--- config.mk ---
export PLATFORM = sky130hd
export DESIGN_NAME = bin_to_gray_encoder_flat
export DESIGN_NICKNAME = d
export VERILOG_FILES = /design/src/rtl/bin_to_gray_encoder_if.sv /design/src/rtl/bin_to_gray_encoder.sv /design/src/flat_wrapper.sv
export SDC_FILE = /design/constraint.sdc
export NUM_CORES = 1
export LEC_CHECK = 0
export CAP_MARGIN = 15
export CORE_UTILIZATION = 50
export CTS_CLUSTER_SIZE = 40
export DETAILED_ROUTE_END_ITERATION = 10
export HOLD_SLACK_MARGIN = 0.08
export PLACE_DENSITY = 0.82
export SKIP_CTS_REPAIR_TIMING = 1
export SLEW_MARGIN = 15
export SYNTH_ARGS = -nofsm -noshare
export SYNTH_HDL_FRONTEND = slang
export SYNTH_SLANG_ARGS = --single-unit
--- constraint.sdc ---
create_clock -name clk -period 5.05 [get_ports clk]
set_clock_uncertainty 0.2 [all_clocks]
set_input_delay 1.01 -clock clk [delete_from_list [all_inputs] [get_ports clk]]
set_output_delay 1.01 -clock clk [all_outputs]
set_load 0.03 [all_outputs]
--- src/rtl/bin_to_gray_encoder_if.sv ---
// rtl/bin_to_gray_encoder_if.sv - valid/ready stream bundle for the binary-to-Gray encoder
interface bin_to_gray_encoder_if #(
    parameter int WIDTH = 6
);
    logic             in_valid;
    logic             in_ready;
    logic [WIDTH-1:0] in_bin;
    logic             out_valid;
    logic             out_ready;
    logic [WIDTH-1:0] out_gray;
    logic             out_step;

    modport master (
        output in_valid, in_bin, out_ready,
        input  in_ready, out_valid, out_gray, out_step
    );

    modport slave (
        input  in_valid, in_bin, out_ready,
        output in_ready, out_valid, out_gray, out_step
    );
endinterface

--- src/rtl/bin_to_gray_encoder.sv ---
// rtl/bin_to_gray_encoder.sv - streaming binary-to-Gray encoder with 2-entry buffer; optional GRAY_STEP_CHECK_EN
module bin_to_gray_encoder #(
    parameter int WIDTH = 6
) (
    input  logic                 clk,
    input  logic                 rst,
    bin_to_gray_encoder_if.slave bus
);
    logic [1:0]       count;
    logic [WIDTH-1:0] head_q;
    logic [WIDTH-1:0] tail_q;
    logic [WIDTH-1:0] in_gray;
    logic             push;
    logic             pop;

    assign in_gray       = bus.in_bin ^ (bus.in_bin >> 1);
    assign bus.in_ready  = (count != 2'd2);
    assign bus.out_valid = (count != 2'd0);
    assign bus.out_gray  = head_q;
    assign push          = bus.in_valid && bus.in_ready;
    assign pop           = bus.out_valid && bus.out_ready;

    // head_q always holds the oldest word; tail_q is only meaningful at count=2
    always_ff @(posedge clk or posedge rst) begin
        if (rst) begin
            count  <= 2'd0;
            head_q <= '0;
            tail_q <= '0;
        end else begin
            case ({push, pop})
                2'b10: begin
                    count <= count + 2'd1;
                    if (count == 2'd0) head_q <= in_gray;
                    else               tail_q <= in_gray;
                end
                2'b01: begin
                    count  <= count - 2'd1;
                    head_q <= tail_q;
                end
                2'b11: begin
                    // only reachable at count=1: the new word replaces the departing head
                    head_q <= in_gray;
                end
                default: ;
            endcase
        end
    end

`ifdef GRAY_STEP_CHECK_EN
    logic [WIDTH-1:0] last_gray;
    logic             have_prev;
    logic [WIDTH-1:0] diff;

    always_ff @(posedge clk or posedge rst) begin
        if (rst) begin
            last_gray <= '0;
            have_prev <= 1'b0;
        end else if (pop) begin
            last_gray <= head_q;
            have_prev <= 1'b1;
        end
    end

    // exactly one bit set <=> nonzero and clearing the lowest set bit leaves zero
    assign diff         = head_q ^ last_gray;
    assign bus.out_step = bus.out_valid && have_prev && (diff != '0)
                          && ((diff & (diff - WIDTH'(1))) == '0);
`else
    assign bus.out_step = 1'b0;
`endif
endmodule
--- src/flat_wrapper.sv ---
// flat-port wrapper written by rule: the top's interface ports become plain ports
module bin_to_gray_encoder_flat 
#(
    parameter int WIDTH = 6
)
  (clk, rst, bus_in_valid, bus_in_bin, bus_out_ready, bus_in_ready, bus_out_valid, bus_out_gray, bus_out_step);
  bin_to_gray_encoder_if #(.WIDTH(WIDTH)) bus_i ();
  input  logic clk;
  input  logic rst;
  input wire logic [$bits(bus_i.in_valid)-1:0] bus_in_valid;
  input wire logic [$bits(bus_i.in_bin)-1:0] bus_in_bin;
  input wire logic [$bits(bus_i.out_ready)-1:0] bus_out_ready;
  output wire logic [$bits(bus_i.in_ready)-1:0] bus_in_ready;
  output wire logic [$bits(bus_i.out_valid)-1:0] bus_out_valid;
  output wire logic [$bits(bus_i.out_gray)-1:0] bus_out_gray;
  output wire logic [$bits(bus_i.out_step)-1:0] bus_out_step;
  assign bus_i.in_valid = bus_in_valid;
  assign bus_i.in_bin = bus_in_bin;
  assign bus_i.out_ready = bus_out_ready;
  assign bus_in_ready = bus_i.in_ready;
  assign bus_out_valid = bus_i.out_valid;
  assign bus_out_gray = bus_i.out_gray;
  assign bus_out_step = bus_i.out_step;
  bin_to_gray_encoder #(.WIDTH(WIDTH)) u_core (.clk(clk), .rst(rst), .bus(bus_i));
endmodule
==> run summary, run 1 <==
The total of flip-flops plus latches after synthesis is 14. The start of the worst register-to-register path is u_core.count[0]. The worst voltage drop across the vdd grid came out at about 430 uV. Setup repair after global routing left no endpoint under its margin. The internal power of the cells totals between 0.3 and 0.4 mW.

The most critical setup path has its startpoint at u_core.count[0]. The overall via count from detail_route came out at just under 500. The via count of the first global-routing pass was 427. The critical path is of the reg -> out type. The flow ran to the end, and the final reports show no timing, DRC or antenna violations. The number of port buffers is 17. The critical path capture point type is an output pin. In this run the standard cell core region covers around 1400 um^2. The floorplan step defined a die boundary enclosing between 1500 and 2000 um^2.

The setup violation total in the final timing report is 0. The relative contribution of the clock network to total power came out at a little over an eighth. The detail route stage leaves a number of antenna-violating nets equal to 0. The largest net degree at the start of global routing is 15. Once placement finished, the instance area stood at around 920 um^2. STA classifies the critical path startpoint as a flip-flop.

The endpoint of the worst-slack reg-to-reg timing path is u_core.bus.out_gray[1]. The worst relative slew slack is about 66%. The number of rows created at floorplan came out at 13. The count of final max-slew check failures came out at 0. The power share of the combinational group came out at 52.1%.

The critical path endpoint is bus_out_valid. The initial antenna violation count is 0. The number of cells on the worst reg-to-reg path came out at 7. Traced cell by cell, the critical path runs through nor2_4, inv_1, clkdlybuf4s50_1. The tree built by TritonCTS fans out to 14 sinks.

The sequential cells in the finished layout cover a total of around 350 um^2. The initial detailed-routing violation count came out at 4. At the worst endpoint, the required time is approximately 3800 ps.

The filler cell count is 106. The maximum clock insertion buffer count is 2. The class of the tightest hold or removal check is reg -> reg. The post-detailed-route DRC marker count came out at 0. The number of antenna diodes in the final layout is 0.

The worst hold margin came out at 286.9 ps. Counting distinct cell types in the post-synthesis netlist gives 20. The mean area per synthesized cell came out at ~12 um^2.

The final layout net count came out at 96. The wire-length estimate of the detail-placed layout is ~910 um. The net count of the mapped netlist is 77. In the synthesized netlist, the number of instances is 64. The maximum single-stage delay on the critical path came out at ~670 ps. The total area of multi-input combinational cells came out at between 300 and 400 um^2. The critical path depth is 3. The total of warnings raised by yosys is 0. The master cell of the clock root buffer is sky130_fd_sc_hd__clkbuf_4. The tool flagged a number of max-cap violations equal to 0. The average routed wire per standard cell came out at 12.01 um. The placer congestion estimate is roughly 0.7.

The proportion of layout cells with a drive suffix above 1 came out at 25.61%. The transition time at the pin with the least slew margin is 505.4 ps. The power density over the cells came out at between 600 and 700 nW/um^2.

The total clock buffers created by CTS came out at 3. The routed wire length is between 1000 and 1500 um. The global router's overall resource usage is 17.84%. The first global-routing pass estimated about 1800 um of wire. The final hold violation count is 0. The critical path buffer and inverter count is 2. The final clock period utilization by the worst path came out at a little under three fifths. The horizontal die dimension is ~41 um. The maximum fanout along the worst path came out at 5. Dividing the detail-routed via count by the number of cells gives ~5.0. The post-route setup TNS is 0 ps. The total overflow reported by the global router is 0. The routed design could run at a clock period as short as around 2800 ps. The layout overhead on the synthesized area came out at 26.73%. In this run the register-to-register setup slack is 2980 ps. For this design the total switching power over the nets is about 0.24 mW. The pre-antenna-repair detailed-routing pass consisted of 2 iterations. Among cell families on the critical path, the largest total delay comes from buffers and inverters. The slowest stage of the critical path is the sky130_fd_sc_hd__clkdlybuf4s50_1 cell.

The switching share of total power is 38.96%. The arrival time at the worst endpoint came out at about 1600 ps. Based on the critical path, the design can be clocked at up to roughly 360 MHz. The area of all placed cells without fillers came out at 960.9 um^2. The number of levels the H-tree was split into is 1. The clock-pin slew on the worst setup and hold paths is about 80 ps. The mapped cell area came out at between 700 and 800 um^2. 19 I/O pins were placed. The die height is between 40 and 50 um. The initial core utilization came out at 56.16%.

The clock network latency to the later pin of the worst-skew pair is roughly 280 ps. The share of total power dissipated in sequential elements is about a third. The clock tree from TritonCTS is done. The total leakage power is ~0.43 nW.

The share of the yosys chip area belonging to registers came out at between 40% and 50%.
## metal layers
| layer | up-vias | part of all wire (%) | GRT usage, % |
|---|---|---|---|
| met5 | - | 0 | 0 |
| met4 | 0 | 1.6 | 10.00 |
| met3 | 4 | 7.0 | 5.978 |
| met2 | 14 | 46 | 28.91 |
| met1 | 226 | 45 | 20.35 |
| li1 | 241 | - | - |
## worst register-to-register path, cell delays in order, from the launching register on
cell and delay, ps:
sky130_fd_sc_hd__dfrtp_1 480, sky130_fd_sc_hd__nor2_4 80, sky130_fd_sc_hd__inv_1 90, sky130_fd_sc_hd__nand2_2 70
sky130_fd_sc_hd__inv_2 90, sky130_fd_sc_hd__ha_1 320, sky130_fd_sc_hd__mux2_2 370, sky130_fd_sc_hd__mux2_2 250
## kinds of logic (layout without fill, tap and decap cells)
| family | after synthesis | after routing | synth area share (%) |
|---|---|---|---|
| simple gates | 8 | 8 | 5.610 |
| mux | 15 | 15 | 21.78 |
| flops | 14 | 14 | 46.21 |
| other cells | 1 | 1 | 0.4946 |
| buf+inv | 10 | 28 | 6.435 |
| compound gates | 5 | 5 | 5.281 |
| xor+xnor | 8 | 8 | 9.241 |
| fa+ha+maj | 3 | 3 | 4.951 |
## worst min-delay path by stage
stage	from	end	slack, ps	cells past startpoint
after floorplan	u_core.tail_q[2]	u_core.tail_q[2]	250	2
after global placement	u_core.tail_q[3]	u_core.tail_q[3]	260	2
after detailed placement	u_core.tail_q[3]	u_core.tail_q[3]	270	2
after CTS	u_core.tail_q[3]	u_core.tail_q[3]	290	2
after global routing	u_core.tail_q[3]	u_core.tail_q[3]	310	2
final	u_core.tail_q[3]	u_core.tail_q[3]	290	2
## power groups by stage
stage | clock (mW) | sequential (mW) | combinational (mW)
after detailed placement | 0 | 0.213 | 0.317
after floorplan | 0 | 0.249 | 0.188
final | 0.0796 | 0.210 | 0.316
after CTS | 0.0824 | 0.210 | 0.320
after global routing | 0.0854 | 0.218 | 0.339
after global placement | 0 | 0.209 | 0.312
## layout by cell type (no fill, tap or decap), types with 3 or more instances in the layout
cell	Yosys	layout
sky130_fd_sc_hd__xnor2_1	5	5
sky130_fd_sc_hd__nand2_1	4	4
sky130_fd_sc_hd__mux2_2	12	12
sky130_fd_sc_hd__xor2_1	3	3
sky130_fd_sc_hd__o21ai_0	3	3
sky130_fd_sc_hd__mux2i_1	3	3
sky130_fd_sc_hd__ha_1	3	3
sky130_fd_sc_hd__clkdlybuf4s50_1	0	17
sky130_fd_sc_hd__inv_1	6	6
sky130_fd_sc_hd__dfrtp_1	14	14
sky130_fd_sc_hd__clkbuf_4	0	3
## Yosys cell counts
cell type,number,area share (%)
sky130_fd_sc_hd__a21oi_4,1,2.1
sky130_fd_sc_hd__buf_1,1,0.49
sky130_fd_sc_hd__buf_4,1,0.99
sky130_fd_sc_hd__buf_6,1,1.5
sky130_fd_sc_hd__conb_1,1,0.49
sky130_fd_sc_hd__dfrtp_1,14,46
sky130_fd_sc_hd__ha_1,3,5.0
sky130_fd_sc_hd__inv_1,6,3.0
sky130_fd_sc_hd__inv_2,1,0.49
sky130_fd_sc_hd__mux2_2,12,18
sky130_fd_sc_hd__mux2i_1,3,4.0
sky130_fd_sc_hd__nand2_1,4,2.0
sky130_fd_sc_hd__nand2_2,1,0.83
sky130_fd_sc_hd__nand2b_1,1,0.83
sky130_fd_sc_hd__nor2_1,1,0.49
sky130_fd_sc_hd__nor2_4,1,1.5
sky130_fd_sc_hd__o21ai_0,3,2.0
sky130_fd_sc_hd__o21ai_2,1,1.2
sky130_fd_sc_hd__xnor2_1,5,5.8
sky130_fd_sc_hd__xor2_1,3,3.5
## flip-flops by register name (all words and copies together), names as in the netlist
name,flops
u_core.bus.out_gray,6
u_core.tail_q,6
u_core.count,2
## through the flow
stage / total power, mW / std cells / utilization (%) / worst slack, ps
after floorplan: 0.4363 / 64 / - / 2615
after global placement: 0.5207 / 93 / 68.49 / 2165
after detailed placement: 0.5302 / 93 / 68.49 / 2133
after CTS: 0.6124 / 97 / 71.18 / 2228
after global routing: 0.6422 / 97 / 71.18 / 2162
final: 0.6054 / 97 / 71.18 / 2245
## cell type report
type / count / share of cell area [%]
tap: 15 / 1.953
clock buffer: 4 / 3.776
sequential: 14 / 36.46
multi-input combinational: 40 / 37.37
inverter: 7 / 2.734
timing repair buffer: 17 / 17.71
(Power assumes the default switching activity.)
==> run 2, diff against run 1 <==
--- a/config.mk
+++ b/config.mk
@@ -6,11 +6,11 @@
 export NUM_CORES = 1
 export LEC_CHECK = 0
 export CAP_MARGIN = 15
-export CORE_UTILIZATION = 50
+export CORE_UTILIZATION = 42
 export CTS_CLUSTER_SIZE = 40
 export DETAILED_ROUTE_END_ITERATION = 10
 export HOLD_SLACK_MARGIN = 0.08
-export PLACE_DENSITY = 0.82
+export PLACE_DENSITY = 0.74
 export SKIP_CTS_REPAIR_TIMING = 1
 export SLEW_MARGIN = 15
 export SYNTH_ARGS = -nofsm -noshare
==> constraint.sdc (replaced) <==
create_clock -name clk -period 2.3 [get_ports clk]
set_clock_uncertainty 0.2 [all_clocks]
set_input_delay 0.46 -clock clk [delete_from_list [all_inputs] [get_ports clk]]
set_output_delay 0.46 -clock clk [all_outputs]
set_load 0.03 [all_outputs]
==> run 2 against run 1 <==
  * Total power up 120%
  * Global-route usage is 1.9 points lower
  * Worst setup slack worse by 1900 ps
==> run summary, run 2 (same netlist as run 1, synthesis figures left out) <==
The worst setup path is of the reg -> out kind. The net switching power figure came out at a little over 0.5 mW. The worst relative slew slack is 65.50%. Counting the fill cells in the layout gives between 100 and 150.

The family with the most delay on the worst path is buffers and inverters. The worst hold margin is ~290 ps. The sequential cell area in the final layout is around 350 um^2. The setup check on the worst reg-to-reg path leaves a slack of about 360 ps. The count of final max-slew check failures came to 0. Walking the worst path, the cells encountered are clkdlybuf4s50_1. The die is 44.49 um tall. The number of non-filler instances in the completed layout is around 110. The relative contribution of the clock network to total power is about an eighth. Summing all non-filler instances in the final layout gives an area of between 900 and 1000 um^2. STA classifies the critical path endpoint as an output pin. The overall via count from detail_route came out at 500. The sink count of the clock tree is 14.

The flow ran to the end, and the final reports show no timing, DRC or antenna violations. In this design, the stage delay of the slowest critical-path cell is roughly 670 ps. The clock network latency to the later pin of the worst-skew pair came out at between 200 and 300 ps. Row generation in the floorplan step produced 14 rows. The number of port buffers came out at 17. The switching share of total power came out at 38.72%. The placer congestion estimate is 0.7234. Data on the critical path arrives at its endpoint at approximately 1300 ps. The worst register-to-register path has a depth of 8. The maximum clock insertion buffer count came out at 2. The max-capacitance violation count is 0. In this run the worst setup path terminates at bus_out_gray[5]. Entering global routing, the biggest net connects 15 pins. Dividing the detail-routed via count by the number of cells gives approximately 4.6. Setup repair after global routing left no endpoint under its margin.

The initial antenna violation count was 0. The global router's overall resource usage came out at 15.91%. The power density over the cells is 1339 nW/um^2. The final clock period utilization by the worst path is approximately 86%. For the pin with the worst max-slew slack, the measured transition is a little over 500 ps. The HPWL reported at the end of detailed placement came out at a little under 1000 um. The leading cell type in the layout, fill and taps excluded is sky130_fd_sc_hd__clkdlybuf4s50_1. The total clock buffers created by CTS came out at 3. The tightest min-delay check is of the reg -> reg type. The final standard cell utilization of the core came out at around 62%. Derived from the worst setup path, the maximum achievable clock frequency is about 510 MHz. The post-layout total power is between 1 and 1.5 mW. The number of instances in the placed design came out at between 100 and 150. The power share of the combinational group came out at a little over half. The worst setup slack after layout is ~330 ps. The initial detailed-routing violation count is 3.

In this run the cell area measured after placement is ~950 um^2. The startpoint identified for the worst register-to-register timing path is u_core.count[0]. The number of buffers and inverters on the critical path is 1. The initial utilization of the core area, before any placement, comes to around 48%. After the last flow step, the layout net total stands at between 90 and 100. The worst setup path is launched from a flip-flop. The sequential fraction of design power is 34.6%. The routed wire length is 1207 um.

During I/O placement, the number of pins put on the boundary was 19. TritonCTS built the clock tree. Of the cells placed in the final design, the portion with a size suffix greater than 1 is 27.38%.

The setup violation total in the final timing report is 0. Along the worst path, the maximum fanout reaches 2. For this run, the detailed router's first-pass iteration total came to 4.

The via count of the first global-routing pass is between 400 and 500. The worst register-to-register path ends at u_core.bus.out_gray[4]. In the routed design, unresolved DRC markers number 0. The total leakage power is 0.4439 nW. The global-route wire length before repair is 2166 um. The final hold violation count came to 0.

Summing all multi-input logic gate instances after layout gives 359.1 um^2. The layout overhead on the synthesized area is 30.86%. The routed design could run at a clock period as short as 1970 ps.

The average routed wire per standard cell came out at 11.18 um. The largest individual stage delay along the critical path comes from the cell sky130_fd_sc_hd__clkdlybuf4s50_1. The number of antenna diodes came out at 0. The post-route setup TNS came out at 0 ps. The critical path depth came out at 1. The internal power is approximately 0.8 mW. For the worst setup path, the data required time is about 1600 ps.

The first element of the critical path is u_core.bus.out_gray[5]. The library cells used most frequently in the layout, excluding fill and tap cells, are sky130_fd_sc_hd__clkdlybuf4s50_1, sky130_fd_sc_hd__dfrtp_1, sky130_fd_sc_hd__mux2_2. The region available for standard cell placement spans around 1600 um^2. The clock-pin slew on the worst setup and hold paths is ~80 ps. The worst setup timing slack at the placement stage came out at slightly below 80 ps. The horizontal die dimension is 44.49 um.

CTS built an H-tree with a depth of 1. The number of routed nets with antenna violations is 0. The total die area is between 1500 and 2000 um^2. The root buffer cell chosen for the clock tree is sky130_fd_sc_hd__clkbuf_4. IR analysis of the VDD net gives a maximum drop of between 800 and 900 uV. For this run the aggregate overflow at the end of global routing stands at 0.
## run 2: changes by cell type in the layout (fill, tap and decap cells not counted)
cell                              change
sky130_fd_sc_hd__buf_4                +2
sky130_fd_sc_hd__dlymetal6s2s_1       +2
sky130_fd_sc_hd__clkdlybuf4s50_1      -2
## run 2: worst min-delay path, cell delays in order (launching register included)
cell and delay, ps:
sky130_fd_sc_hd__dfrtp_1 340, sky130_fd_sc_hd__nand2_1 40, sky130_fd_sc_hd__o21ai_0 60
## run 2: worst min path at each step
stage	start	to	slack, ps	cells past startpoint
final	u_core.tail_q[2]	u_core.tail_q[2]	290	2
after global routing	u_core.tail_q[3]	u_core.tail_q[3]	330	2
after CTS	u_core.tail_q[2]	u_core.tail_q[2]	290	2
after detailed placement	u_core.tail_q[2]	u_core.tail_q[2]	280	2
after global placement	u_core.tail_q[4]	u_core.tail_q[4]	260	2
after floorplan	rst	u_core.bus.out_gray[0]	150	1
## run 2: area by class of cell
type                       count  share of cell area, %
inverter                       7                  2.648
tap                           24                  3.026
clock buffer                   4                  3.657
multi-input combinational     40                  36.19
timing repair buffer          19                  19.17
sequential                    14                  35.31
## run 2: power groups by stage
stage | Sequential, mW | Clock [mW] | Combinational, mW
after floorplan | 0.546 | 0 | 0.412
after global placement | 0.463 | 0 | 0.695
after detailed placement | 0.465 | 0 | 0.709
after CTS | 0.461 | 0.178 | 0.711
after global routing | 0.476 | 0.194 | 0.760
final | 0.460 | 0.172 | 0.697
## run 2: routing by layer
layer	vias to the layer above	wire length, um	GRT usage, %
met4	0	18	5.455
met2	10	593	25.59
li1	246	-	-
met3	2	71	8.571
met1	242	524	17.95
met5	-	0	0
